==> src/rtl/cvo_sync_decoder_if.sv <==
// Bus between the frame counter / config master and the sync decoder.
interface cvo_sync_decoder_if;
    logic        sclr;
    logic        enable;
    logic        start_of_sample;
    logic        new_line;
    logic [13:0] h_count;
    logic [12:0] v_count;
    logic        cfg_load;
    logic [13:0] cfg_h_sync_start, cfg_h_sync_end, cfg_h_act_start, cfg_h_act_end;
    logic [12:0] cfg_v_sync_start, cfg_v_sync_end, cfg_v_act_start, cfg_v_act_end;
    logic        cfg_ack;
    logic        running;
    logic        h_sync, v_sync, h_blank, v_blank, de, sof, eol;

    modport master (
        output sclr, enable, start_of_sample, new_line, h_count, v_count, cfg_load,
               cfg_h_sync_start, cfg_h_sync_end, cfg_h_act_start, cfg_h_act_end,
               cfg_v_sync_start, cfg_v_sync_end, cfg_v_act_start, cfg_v_act_end,
        input  cfg_ack, running, h_sync, v_sync, h_blank, v_blank, de, sof, eol
    );

    modport slave (
        input  sclr, enable, start_of_sample, new_line, h_count, v_count, cfg_load,
               cfg_h_sync_start, cfg_h_sync_end, cfg_h_act_start, cfg_h_act_end,
               cfg_v_sync_start, cfg_v_sync_end, cfg_v_act_start, cfg_v_act_end,
        output cfg_ack, running, h_sync, v_sync, h_blank, v_blank, de, sof, eol
    );
endinterface

==> src/rtl/cvo_sync_decoder.sv <==
// Decodes frame-counter h/v counts into registered sync/blank/de strobes plus
// sof/eol pulses. Timing is double-buffered: cfg_load fills a pending set which
// only becomes active at the next frame start.
module cvo_sync_decoder #(
    parameter bit H_SYNC_POLARITY = 1'b1,
    parameter bit V_SYNC_POLARITY = 1'b1
) (
    input  logic                clk,
    input  logic                rst,
    cvo_sync_decoder_if.slave   bus
);
    typedef struct packed {
        logic [13:0] hs_start, hs_end, ha_start, ha_end;
        logic [12:0] vs_start, vs_end, va_start, va_end;
    } timing_t;

    typedef enum logic {IDLE, RUN} state_t;

    // Window membership; start>end wraps through zero, start==end is empty.
    function automatic logic in_win(input logic [13:0] s, input logic [13:0] e,
                                    input logic [13:0] c);
        logic r;
        if (s < e)      r = (c >= s) && (c < e);
        else if (s > e) r = (c >= s) || (c < e);
        else            r = 1'b0;
        return r;
    endfunction

    state_t  state_q, state_d;
    timing_t pend_q, pend_d, act_q, act_d, eff;
    logic    pend_vld_q, pend_vld_d;
    logic    ack_q, ack_d;
    logic    hs_q, hs_d, vs_q, vs_d, hb_q, hb_d, vb_q, vb_d;
    logic    de_q, de_d, sof_q, sof_d, eol_q, eol_d;
    logic    frame_start, apply, decode;
    logic    hs_in, vs_in, ha_in, va_in;

    // Next-state: config double-buffering, FSM and strobe decode.
    always_comb begin
        state_d    = state_q;
        pend_d     = pend_q;
        pend_vld_d = pend_vld_q;
        act_d      = act_q;
        ack_d      = 1'b0;
        hs_d       = hs_q;
        vs_d       = vs_q;
        hb_d       = hb_q;
        vb_d       = vb_q;
        de_d       = de_q;
        sof_d      = 1'b0;
        eol_d      = 1'b0;

        frame_start = bus.enable && bus.start_of_sample &&
                      (bus.h_count == 14'd0) && (bus.v_count == 13'd0);
        apply       = frame_start && pend_vld_q;
        // The apply cycle already decodes with the incoming timing.
        eff         = apply ? pend_q : act_q;
        decode      = ((state_q == RUN) || apply) && bus.enable;

        hs_in = in_win(eff.hs_start, eff.hs_end, bus.h_count);
        ha_in = in_win(eff.ha_start, eff.ha_end, bus.h_count);
        vs_in = in_win({1'b0, eff.vs_start}, {1'b0, eff.vs_end}, {1'b0, bus.v_count});
        va_in = in_win({1'b0, eff.va_start}, {1'b0, eff.va_end}, {1'b0, bus.v_count});

        if (apply) begin
            act_d   = pend_q;
            ack_d   = 1'b1;
            state_d = RUN;
        end
        pend_vld_d = pend_vld_q && !apply;
        if (bus.cfg_load) begin
            pend_d.hs_start = bus.cfg_h_sync_start;
            pend_d.hs_end   = bus.cfg_h_sync_end;
            pend_d.ha_start = bus.cfg_h_act_start;
            pend_d.ha_end   = bus.cfg_h_act_end;
            pend_d.vs_start = bus.cfg_v_sync_start;
            pend_d.vs_end   = bus.cfg_v_sync_end;
            pend_d.va_start = bus.cfg_v_act_start;
            pend_d.va_end   = bus.cfg_v_act_end;
            pend_vld_d      = 1'b1;
        end

        if (decode) begin
            hs_d  = hs_in ~^ H_SYNC_POLARITY;
            vs_d  = vs_in ~^ V_SYNC_POLARITY;
            hb_d  = !ha_in;
            vb_d  = !va_in;
            de_d  = ha_in && va_in;
            sof_d = bus.start_of_sample && (bus.h_count == eff.ha_start) &&
                    (bus.v_count == eff.va_start);
            eol_d = bus.new_line && va_in && ha_in;
        end else if (state_q == IDLE) begin
            hs_d = !H_SYNC_POLARITY;
            vs_d = !V_SYNC_POLARITY;
            hb_d = 1'b1;
            vb_d = 1'b1;
            de_d = 1'b0;
        end

        // Synchronous clear behaves exactly like reset.
        if (bus.sclr) begin
            state_d    = IDLE;
            pend_d     = '0;
            act_d      = '0;
            pend_vld_d = 1'b0;
            ack_d      = 1'b0;
            hs_d       = !H_SYNC_POLARITY;
            vs_d       = !V_SYNC_POLARITY;
            hb_d       = 1'b1;
            vb_d       = 1'b1;
            de_d       = 1'b0;
            sof_d      = 1'b0;
            eol_d      = 1'b0;
        end
    end

    // State, config and output registers with async reset.
    always_ff @(posedge clk or posedge rst) begin
        if (rst) begin
            state_q    <= IDLE;
            pend_q     <= '0;
            act_q      <= '0;
            pend_vld_q <= 1'b0;
            ack_q      <= 1'b0;
            hs_q       <= !H_SYNC_POLARITY;
            vs_q       <= !V_SYNC_POLARITY;
            hb_q       <= 1'b1;
            vb_q       <= 1'b1;
            de_q       <= 1'b0;
            sof_q      <= 1'b0;
            eol_q      <= 1'b0;
        end else begin
            state_q    <= state_d;
            pend_q     <= pend_d;
            act_q      <= act_d;
            pend_vld_q <= pend_vld_d;
            ack_q      <= ack_d;
            hs_q       <= hs_d;
            vs_q       <= vs_d;
            hb_q       <= hb_d;
            vb_q       <= vb_d;
            de_q       <= de_d;
            sof_q      <= sof_d;
            eol_q      <= eol_d;
        end
    end

    assign bus.cfg_ack = ack_q;
    assign bus.running = (state_q == RUN);
    assign bus.h_sync  = hs_q;
    assign bus.v_sync  = vs_q;
    assign bus.h_blank = hb_q;
    assign bus.v_blank = vb_q;
    assign bus.de      = de_q;
    assign bus.sof     = sof_q;
    assign bus.eol     = eol_q;
endmodule

==> src/flat_wrapper.sv <==
// flat-port wrapper written by rule: the top's interface ports become plain ports
module cvo_sync_decoder_flat 
#(
    parameter bit H_SYNC_POLARITY = 1'b1,
    parameter bit V_SYNC_POLARITY = 1'b1
)
  (clk, rst, bus_sclr, bus_enable, bus_start_of_sample, bus_new_line, bus_h_count, bus_v_count, bus_cfg_load, bus_cfg_h_sync_start, bus_cfg_h_sync_end, bus_cfg_h_act_start, bus_cfg_h_act_end, bus_cfg_v_sync_start, bus_cfg_v_sync_end, bus_cfg_v_act_start, bus_cfg_v_act_end, bus_cfg_ack, bus_running, bus_h_sync, bus_v_sync, bus_h_blank, bus_v_blank, bus_de, bus_sof, bus_eol);
  cvo_sync_decoder_if bus_i ();
  input  logic clk;
  input  logic rst;
  input wire logic [$bits(bus_i.sclr)-1:0] bus_sclr;
  input wire logic [$bits(bus_i.enable)-1:0] bus_enable;
  input wire logic [$bits(bus_i.start_of_sample)-1:0] bus_start_of_sample;
  input wire logic [$bits(bus_i.new_line)-1:0] bus_new_line;
  input wire logic [$bits(bus_i.h_count)-1:0] bus_h_count;
  input wire logic [$bits(bus_i.v_count)-1:0] bus_v_count;
  input wire logic [$bits(bus_i.cfg_load)-1:0] bus_cfg_load;
  input wire logic [$bits(bus_i.cfg_h_sync_start)-1:0] bus_cfg_h_sync_start;
  input wire logic [$bits(bus_i.cfg_h_sync_end)-1:0] bus_cfg_h_sync_end;
  input wire logic [$bits(bus_i.cfg_h_act_start)-1:0] bus_cfg_h_act_start;
  input wire logic [$bits(bus_i.cfg_h_act_end)-1:0] bus_cfg_h_act_end;
  input wire logic [$bits(bus_i.cfg_v_sync_start)-1:0] bus_cfg_v_sync_start;
  input wire logic [$bits(bus_i.cfg_v_sync_end)-1:0] bus_cfg_v_sync_end;
  input wire logic [$bits(bus_i.cfg_v_act_start)-1:0] bus_cfg_v_act_start;
  input wire logic [$bits(bus_i.cfg_v_act_end)-1:0] bus_cfg_v_act_end;
  output wire logic [$bits(bus_i.cfg_ack)-1:0] bus_cfg_ack;
  output wire logic [$bits(bus_i.running)-1:0] bus_running;
  output wire logic [$bits(bus_i.h_sync)-1:0] bus_h_sync;
  output wire logic [$bits(bus_i.v_sync)-1:0] bus_v_sync;
  output wire logic [$bits(bus_i.h_blank)-1:0] bus_h_blank;
  output wire logic [$bits(bus_i.v_blank)-1:0] bus_v_blank;
  output wire logic [$bits(bus_i.de)-1:0] bus_de;
  output wire logic [$bits(bus_i.sof)-1:0] bus_sof;
  output wire logic [$bits(bus_i.eol)-1:0] bus_eol;
  assign bus_i.sclr = bus_sclr;
  assign bus_i.enable = bus_enable;
  assign bus_i.start_of_sample = bus_start_of_sample;
  assign bus_i.new_line = bus_new_line;
  assign bus_i.h_count = bus_h_count;
  assign bus_i.v_count = bus_v_count;
  assign bus_i.cfg_load = bus_cfg_load;
  assign bus_i.cfg_h_sync_start = bus_cfg_h_sync_start;
  assign bus_i.cfg_h_sync_end = bus_cfg_h_sync_end;
  assign bus_i.cfg_h_act_start = bus_cfg_h_act_start;
  assign bus_i.cfg_h_act_end = bus_cfg_h_act_end;
  assign bus_i.cfg_v_sync_start = bus_cfg_v_sync_start;
  assign bus_i.cfg_v_sync_end = bus_cfg_v_sync_end;
  assign bus_i.cfg_v_act_start = bus_cfg_v_act_start;
  assign bus_i.cfg_v_act_end = bus_cfg_v_act_end;
  assign bus_cfg_ack = bus_i.cfg_ack;
  assign bus_running = bus_i.running;
  assign bus_h_sync = bus_i.h_sync;
  assign bus_v_sync = bus_i.v_sync;
  assign bus_h_blank = bus_i.h_blank;
  assign bus_v_blank = bus_i.v_blank;
  assign bus_de = bus_i.de;
  assign bus_sof = bus_i.sof;
  assign bus_eol = bus_i.eol;
  cvo_sync_decoder #(.H_SYNC_POLARITY(H_SYNC_POLARITY), .V_SYNC_POLARITY(V_SYNC_POLARITY)) u_core (.clk(clk), .rst(rst), .bus(bus_i));
endmodule
==> config.mk <==
export PLATFORM = sky130hd
export DESIGN_NAME = cvo_sync_decoder_flat
export DESIGN_NICKNAME = d
export VERILOG_FILES = /design/src/rtl/cvo_sync_decoder_if.sv /design/src/rtl/cvo_sync_decoder.sv /design/src/flat_wrapper.sv
export SDC_FILE = /design/constraint.sdc
export NUM_CORES = 1
export LEC_CHECK = 0
export ABC_AREA = 0
export CORE_MARGIN = 1.5
export CORE_UTILIZATION = 40
export CTS_CLUSTER_DIAMETER = 120
export CTS_CLUSTER_SIZE = 24
export DETAILED_ROUTE_END_ITERATION = 16
export PLACE_DENSITY = 0.58
export SETUP_SLACK_MARGIN = 0.02
export SLEW_MARGIN = 20
export SYNTH_ARGS = -nofsm -noshare
export SYNTH_HDL_FRONTEND = slang
export SYNTH_SLANG_ARGS = --single-unit
==> constraint.sdc <==
create_clock -name clk -period 8.7 [get_ports clk]
set_clock_uncertainty 0.15 [all_clocks]
set_input_delay 1.74 -clock clk [delete_from_list [all_inputs] [get_ports clk]]
set_output_delay 1.74 -clock clk [all_outputs]
set_load 0.03 [all_outputs]
==> results of run 1 <==
## critical path, delay by kind of cell
kind | cells | cell delay (ns)
fa+ha+maj | 1 | 0.30
mux | 2 | 0.50
buf+inv | 2 | 0.92
compound gates | 6 | 1.52
simple gates | 4 | 1.51
## synthesized netlist by cell type, drive strengths merged, types with 12 or more instances
cell | n | area (um2)
nor2 | 238 | 893
dfrtp | 224 | 5610
mux2i | 217 | 2170
ha | 156 | 1950
inv | 70 | 263
a21oi | 39 | 195
o21ai | 35 | 175
clkbuf | 31 | 116
nand4 | 24 | 156
nand2 | 23 | 86.3
a21o | 19 | 143
buf | 17 | 98.9
nor2b | 13 | 81.3
nand3 | 12 | 60.1
## state kept, by name (all words and copies together), names as in the netlist
register / count
u_core.act_q: 108
u_core.pend_q: 108
u_core.bus.cfg_ack: 1
u_core.bus.de: 1
u_core.bus.eol: 1
u_core.bus.h_blank: 1
u_core.bus.h_sync: 1
u_core.bus.running: 1
u_core.bus.sof: 1
u_core.bus.v_blank: 1
u_core.bus.v_sync: 1
u_core.pend_vld_q: 1
## placed cells by master, fill, tap and decap left out, types with 3 or more instances in the layout
cell type / n
and2_1: 3
buf_4: 7
mux2i_1: 217
o211ai_1: 7
a2111oi_0: 5
inv_1: 69
nor3_1: 9
clkbuf_16: 13
nor2_1: 238
dfrtp_1: 224
o21a_1: 7
nor4_2: 3
and4_1: 3
nand3_1: 12
a21o_1: 19
and3_1: 3
nand2b_1: 5
a21oi_1: 39
o21ai_0: 33
nand2_1: 23
clkbuf_1: 3
clkdlybuf4s50_1: 148
nor2b_1: 13
nor4_1: 7
a211oi_1: 9
nand4_1: 23
ha_1: 156
## cells by family after synthesis
kind of cell             synth area share
AND/OR/NAND/NOR                     0.123
flip-flops                          0.441
multiplexers                        0.170
adder cells (fa/ha/maj)             0.152
AO/OA/AOI/OAI                      0.0751
buffers and inverters              0.0372
XOR/XNOR                          0.00205
## area by class of cell
class                           count  share of cell area
Inverter                           70              0.0179
Multi-Input combinational cell    874               0.445
Timing Repair Buffer              158               0.105
Clock buffer                       16              0.0223
Clock inverter                      1             0.00108
Sequential cell                   226               0.376
Antenna cell                        2            0.000332
Tap cell                          402              0.0334
## per-stage QoR
step | area [um2] | utilization | std cells
after detailed placement | 14700 | 0.466 | 1730
after global placement | 14700 | 0.466 | 1730
final | 15100 | 0.477 | 1749
after floorplan | 12800 | - | 1218
after CTS | 15100 | 0.477 | 1747
after global routing | 15100 | 0.477 | 1747
## worst paths after layout
path                                     endpoint  slack [ns]  depth (start not counted)
min in group asynchronous       u_core.pend_q[44]        1.57                          2
worst min-delay path             u_core.pend_q[0]        0.38                          2
max in group asynchronous        u_core.act_q[97]        5.44                          3
worst min register to register   u_core.pend_q[0]        0.38                          2
worst max-delay path                u_core.bus.de        2.33                         15
worst max register to register      u_core.bus.de        4.49                         13
## per-layer routing
| layer | vias to the layer above | global-route usage | share of wire |
|---|---|---|---|
| met5 | - | 0 | 0 |
| met4 | 0 | 0.0377 | 0.014 |
| met3 | 31 | 0.0313 | 0.049 |
| met2 | 188 | 0.320 | 0.46 |
| met1 | 4393 | 0.276 | 0.48 |
| li1 | 4529 | - | - |
## power by group
part / total (W) / switching, W / internal, W
sequential: 0.00110 / 0.0000196 / 0.00108
combinational: 0.000242 / 0.000124 / 0.000118
clock: 0.000632 / 0.000352 / 0.000280
total: 0.00197 / 0.000496 / 0.00148
==> impl_metrics.py, run 1 <==
metrics = {
    "clock_tree": {
        "clk_latency_ns": 0.48,
        "hold_buffers": 0,
        "numCtsBuffers": 13,
        "cts_root_buf": "clkbuf_16",
        "cts_tree": "done",
        "postCtsSetupBuffers": 0,
        "cts_resized": 0,
        "cts_max_level": 1,
        "clk_pin_slew_ns": 0.10,
        "cts_buffer_depth": 3,
        "cts.sinks": 226,
    },
    "placement": {
        "pre_cts_slack_ns": 1.80,
        "routabilityCongestion": 0.889,
        "dp_hpwl_um": 23700,
        "numPortBuffers": 150,
    },
    "layout": {
        "drive_gt1_frac": 0.0297,
        "multi_input_area_um2": 6700,
        "regArea_um2": 5660,
        "syn_to_final_growth_pct": 17.4,
        "nFillCells": 2915,
        "nNetsFinal": 1641,
    },
    "route": {
        "vias": 9141,
        "drt_iter0_drc": 465,
        "antenna_left": 0,
        "routed_wl_um": 32100,
        "wire_per_inst_um": 18.3,
        "vias_per_cell": 5.23,
        "drc": 0,
        "drt-pass1-iter-count": 5,
    },
    "pwr": {
        "leakage_nw": 7.34,
        "max-vdd-ir-drop_mv": 0.137,
        "pwr_density_cell_nw_per_um2": 131,
        "p_total_w": 0.00197,
    },
    "worst_setup_path": {
        "cp-startpoint": "bus_v_count[6]",
        "path_max_fanout": 59,
        "crit_path_start_kind": "input pin",
        "worstPathArrival_ns": 6.57,
        "crit_chain": "clkdlybuf4s50_1, nor4_1, nand4_2, nor3_4, buf_12, mux2i_1, ha_1, a211oi_1, nand2_1, a211oi_1, a21oi_1, a2111oi_0, mux2i_1, a21oi_1, o21ai_1",
        "cp.required_ns": 8.91,
        "slowest_stage": "nor3_4",
        "cp-end-kind": "register",
        "path_class": "input pin to register",
        "r2r_start": "u_core.pend_vld_q",
        "max_stage_delay_ns": 0.63,
    },
    "sta": {
        "fin_hold_ws_ns": 0.376,
        "finalHoldViolCount": 0,
        "drv_slew": 0,
        "slew_headroom": 0.373,
        "final-setup-viol-count": 0,
        "fmax_mhz": 157,
        "worst_slew_pin_slew_ns": 0.940,
        "fin_ws_ns": 2.33,
        "tns_ns": 0,
        "rsz0062_at_grt": "false",
        "fin_crit_ns": 6.37,
        "post-route-period-util": 0.732,
    },
    "yosys": {
        "syn_inst": 1218,
        "synth_fp_nets": 1516,
        "seq_area_frac_synth": 0.441,
        "synthDistinctLibCells": 59,
        "ys_warn_count": 0,
        "ys_ff_latch": 226,
        "async_flop_share": 1.00,
        "syn_area_per_cell_um2": 10.5,
        "synth-edff-count": 0,
        "synth_flop_cell": "dfrtp_1",
        "syn_area_um2": 12800,
    },
    "floorplanning": {
        "start_util": 0.407,
        "die_h_um": 182,
        "io_pins": 151,
        "core_um2": 31600,
        "die_width_um": 182,
        "die-area_um2": 33200,
        "num_rows": 65,
    },
    "grt": {
        "antenna_found_initial": 2,
        "grt_pass1_vias": 9212,
        "grt_max_degree": 87,
        "gr-total-overflow": 0,
        "grt_pass1_wl_um": 51500,
        "grtUsageTotal": 0.196,
    },
    "hold_path": {
        "hp-class": "register to register",
        "hold_start": "u_core.pend_q[0]",
    },
    "flow_run": {
        "cap_violations": 0,
    },
    "outcome": {
        "outcome": "finished clean",
    },
}
(Power assumes the default switching activity.)
==> run 2: changes to the inputs <==
- clock period: 8.7 -> 5.9 ns (I/O delays scaled with it)
==> impl_metrics.py, run 2 (synthesized netlist as in run 1, its figures left out) <==
metrics = {
    "placement": {
        "dp_hpwl_um": 24700,
        "place_area_um2": 15200,
        "numPortBuffers": 150,
        "routabilityCongestion": 0.913,
    },
    "route": {
        "wl_met1_um": 15700,
        "wl_met2_um": 15200,
        "routed_wl_um": 32800,
        "antenna_left": 0,
        "wire_per_inst_um": 18.2,
        "drc": 0,
        "vias_per_cell": 5.18,
        "drt-pass1-iter-count": 5,
        "vias": 9327,
        "drt_iter0_drc": 463,
        "route.met3.wl_um": 1400,
        "routed.top_layer": "met4",
    },
    "clock_tree": {
        "numCtsBuffers": 13,
        "hold_buffers": 0,
        "cts_buffer_depth": 3,
        "cts_resized": 0,
        "clk_pin_slew_ns": 0.10,
        "cts_tree": "done",
        "clk_latency_ns": 0.50,
        "cts_max_level": 1,
        "postCtsSetupBuffers": 0,
        "cts.sinks": 226,
        "cts_root_buf": "clkbuf_16",
    },
    "sta": {
        "fmax_mhz": 182,
        "worst_slew_pin_slew_ns": 0.879,
        "rsz0062_at_grt": "false",
        "drv_slew": 0,
        "tns_ns": 0,
        "finalHoldViolCount": 0,
        "fin_hold_ws_ns": 0.372,
        "post-route-period-util": 0.933,
        "fin_crit_ns": 5.50,
        "final-setup-viol-count": 0,
        "slew_headroom": 0.409,
    },
    "floorplanning": {
        "die_width_um": 182,
        "die_h_um": 182,
        "core_um2": 31600,
        "io_pins": 151,
        "start_util": 0.407,
        "die-area_um2": 33200,
        "num_rows": 65,
    },
    "worst_setup_path": {
        "worstPathArrival_ns": 5.73,
        "path_max_fanout": 18,
        "cp.required_ns": 6.12,
        "cp-end-kind": "register",
        "path_class": "input pin to register",
        "crit_path_start_kind": "input pin",
    },
    "grt": {
        "grt_max_degree": 161,
        "grt_pass1_vias": 9490,
        "grt_pass1_wl_um": 53200,
        "antenna_found_initial": 1,
        "grtUsageTotal": 0.203,
        "gr-total-overflow": 0,
    },
    "flow_run": {
        "cap_violations": 0,
    },
    "layout": {
        "layout_common_cells": "nor2_1 (238), dfrtp_1 (224), mux2i_1 (217), ha_1 (156), clkdlybuf4s50_1 (148)",
        "reg_top3": "u_core.act_q: 108 flops, u_core.pend_q: 108 flops",
        "mostFrequentLayoutCell": "nor2_1",
        "drive_gt1_frac": 0.0672,
        "syn_to_final_growth_pct": 20.9,
        "finalInstanceArea_um2": 15500,
        "nNetsFinal": 1694,
        "utilization": 0.492,
    },
    "hold_path": {
        "hp-class": "register to register",
    },
    "pwr": {
        "leakage_nw": 7.60,
        "p_total_w": 0.00294,
        "pwr_density_cell_nw_per_um2": 190,
        "max-vdd-ir-drop_mv": 0.185,
    },
    "outcome": {
        "outcome": "finished clean",
    },
}
run 2: critical path, cell delays in order:
cell	delay, ns
clkdlybuf4s50_1	0.42
nor4_1	0.78
nand4_1	0.35
nor3_4	0.31
buf_12	0.23
mux2i_1	0.33
ha_1	0.30
a211oi_1	0.26
nand2_1	0.10
a211oi_1	0.23
a21oi_1	0.10
a2111oi_0	0.56
mux2i_1	0.15
a21oi_1	0.29
o21ai_1	0.11
run 2: cell type report:
type                       count  area, um2
fill                        2986      16000
multi-input combinational    874       6700
sequential                   226       5660
timing repair buffer         211       2020
tap                          402        503
clock buffer                  16        337
inverter                      70        267
clock inverter                 2       25.0
antenna                        1       2.50
run 2: path summary, 6_finish.rpt:
check                                   startpoint            endpoint  slack (ns)  cells after the start
worst max-delay path                bus_h_count[7]       u_core.bus.de        0.40                     15
worst min-delay path            u_core.bus.v_blank  u_core.bus.v_blank        0.37                      1
worst max register to register   u_core.pend_vld_q       u_core.bus.de        2.23                     13
worst min register to register  u_core.bus.v_blank  u_core.bus.v_blank        0.37                      1
max in group asynchronous                      rst   u_core.pend_q[83]        3.49                      3
min in group asynchronous                      rst   u_core.pend_q[44]        0.97                      2
run 2: through the flow:
step	instances	setup WS (ns)
3_3_place_gp	1783	0.0104
5_1_grt	1801	0.115
6_report	1802	0.396
2_1_floorplan	1218	1.20
4_1_cts	1801	0.457
3_5_place_dp	1783	-0.0584
run 2: layer usage:
layer / GRT usage / up-vias
li1: - / 4636
met1: 0.285 / 4494
met2: 0.336 / 172
met3: 0.0281 / 25
met4: 0.0364 / 0
met5: 0 / -
run 2: power breakdown:
group | leakage, nW | switching (W) | internal (W)
Clock | 0.176 | 0.000535 | 0.000417
Combinational | 4.35 | 0.000187 | 0.000186
Sequential | 3.07 | 0.0000287 | 0.00159
Total | 7.60 | 0.000751 | 0.00219
==> run 3: changes to the inputs <==
- CORE_MARGIN: 1.5 -> default
- GPL_ROUTABILITY_DRIVEN: default -> 0
- clock period: 5.9 -> 7.05 ns (I/O delays scaled with it)
==> impl_metrics.py, run 3 (synthesized netlist as in run 1, its figures left out) <==
metrics = {
    "outcome": {
        "outcome": "finished clean",
    },
    "placement": {
        "dp_hpwl_um": 23400,
        "numPortBuffers": 150,
        "place_area_um2": 14700,
        "pre_cts_slack_ns": 0.904,
        "dp_cells": 1731,
    },
    "clock_tree": {
        "cts_root_buf": "clkbuf_16",
        "hold_buffers": 0,
        "cts_tree": "done",
        "numCtsBuffers": 13,
        "cts.sinks": 226,
        "cts_resized": 0,
        "clk_latency_ns": 0.48,
        "clk_pin_slew_ns": 0.10,
        "postCtsSetupBuffers": 0,
        "cts_max_level": 1,
        "cts_buffer_depth": 3,
    },
    "floorplanning": {
        "die_width_um": 181,
        "io_pins": 151,
        "die-area_um2": 32800,
        "start_util": 0.407,
        "die_h_um": 181,
        "num_rows": 65,
        "core_um2": 31600,
    },
    "route": {
        "wire_per_inst_um": 18.4,
        "drt-pass1-iter-count": 5,
        "vias_per_cell": 5.22,
        "drc": 0,
        "routed_wl_um": 32100,
        "antenna_left": 0,
        "drt_iter0_drc": 638,
        "vias": 9140,
    },
    "sta": {
        "fin_ws_ns": 1.43,
        "slew_headroom": 0.382,
        "tns_ns": 0,
        "final-setup-viol-count": 0,
        "fmax_mhz": 178,
        "fin_crit_ns": 5.62,
        "rsz0062_at_grt": "false",
        "worst_slew_pin_slew_ns": 0.928,
        "post-route-period-util": 0.798,
        "drv_slew": 0,
        "finalHoldViolCount": 0,
    },
    "hold_path": {
        "hold_path_depth": 2,
        "hp-class": "register to register",
        "hold_start": "u_core.pend_q[54]",
        "hold_path_end": "u_core.pend_q[54]",
    },
    "worst_setup_path": {
        "cp-end-kind": "register",
        "cp.required_ns": 7.33,
        "ff2ff_path_depth": 12,
        "crit_path_start_kind": "input pin",
        "path_class": "input pin to register",
        "rrSetupSlack_ns": 3.28,
        "r2r_start": "u_core.pend_vld_q",
        "r2r-end": "u_core.bus.v_blank",
        "path_max_fanout": 60,
        "worstPathArrival_ns": 5.91,
    },
    "pwr": {
        "pwr_density_cell_nw_per_um2": 162,
        "max-vdd-ir-drop_mv": 0.141,
        "leakage_nw": 7.35,
    },
    "layout": {
        "mostFrequentLayoutCell": "nor2_1",
        "syn_to_final_growth_pct": 17.6,
        "stdcell_count": 1750,
        "layout_common_cells": "nor2_1 (238), dfrtp_1 (224), mux2i_1 (217), ha_1 (156), clkdlybuf4s50_1 (148)",
        "drive_gt1_frac": 0.0304,
        "finalInstanceArea_um2": 15100,
        "reg_top3": "u_core.act_q: 108 flops, u_core.pend_q: 108 flops",
        "nFillCells": 2944,
        "nNetsFinal": 1642,
    },
    "grt": {
        "antenna_found_initial": 1,
        "grtUsageTotal": 0.199,
        "grt_pass1_wl_um": 51800,
        "gr-total-overflow": 0,
        "grt_pass1_vias": 9151,
        "grt_max_degree": 157,
    },
    "flow_run": {
        "cap_violations": 0,
    },
}
run 3: cell types whose count changed in the layout (fill, tap and decap cells not counted), sizes merged:
cell    before  now
buf         63   11
clkbuf      16   17
inv         71   70
run 3: critical path, cell delays in order:
cell	delay (ns)
clkdlybuf4s50_1	0.53
nor4_1	0.56
nand4_2	0.23
nor3_4	0.31
buf_12	0.40
mux2i_1	0.45
ha_1	0.23
nand4_1	0.12
nor2_1	0.14
o21ai_0	0.13
o311ai_0	0.66
nand4_1	0.21
a2bb2oi_2	0.31
o22a_1	0.18
run 3: layout make-up:
class / count / area [um2] / area share
sequential: 226 / 5660 / 0.375
multi-input combinational: 874 / 6700 / 0.444
clock inverter: 1 / 16.3 / 0.00108
timing repair buffer: 159 / 1610 / 0.107
tap: 402 / 503 / 0.0333
antenna: 1 / 2.50 / 0.000166
inverter: 70 / 267 / 0.0177
clock buffer: 17 / 340 / 0.0225
run 3: per-layer routing:
| layer | global-route usage | share of wire |
|---|---|---|
| met3 | 0.0268 | 0.043 |
| met5 | 0 | 0 |
| met1 | 0.283 | 0.48 |
| met4 | 0.0359 | 0.016 |
| met2 | 0.324 | 0.46 |
run 3: per-stage QoR:
step           power, W  hold WS [ns]  utilization
6_report        0.00244         0.380        0.478
2_1_floorplan   0.00153         0.330            -
3_3_place_gp    0.00168         0.354        0.467
4_1_cts         0.00248         0.386        0.478
5_1_grt         0.00256         0.414        0.478
3_5_place_dp    0.00168         0.362        0.467
run 3: power by group:
| group | switching [W] | internal (W) |
|---|---|---|
| clock | 0.000437 | 0.000348 |
| sequential | 0.0000245 | 0.00133 |
| combinational | 0.000151 | 0.000147 |
| total | 0.000613 | 0.00183 |
run 3: worst max-delay path by stage:
stage,startpoint,to
floorplan,bus_v_count[4],u_core.bus.v_sync
global placement,bus_v_count[6],u_core.bus.eol
detailed placement,bus_v_count[4],u_core.bus.v_blank
CTS,bus_v_count[4],u_core.bus.v_blank
global route,bus_v_count[4],u_core.bus.de
finish,bus_v_count[4],u_core.bus.v_blank
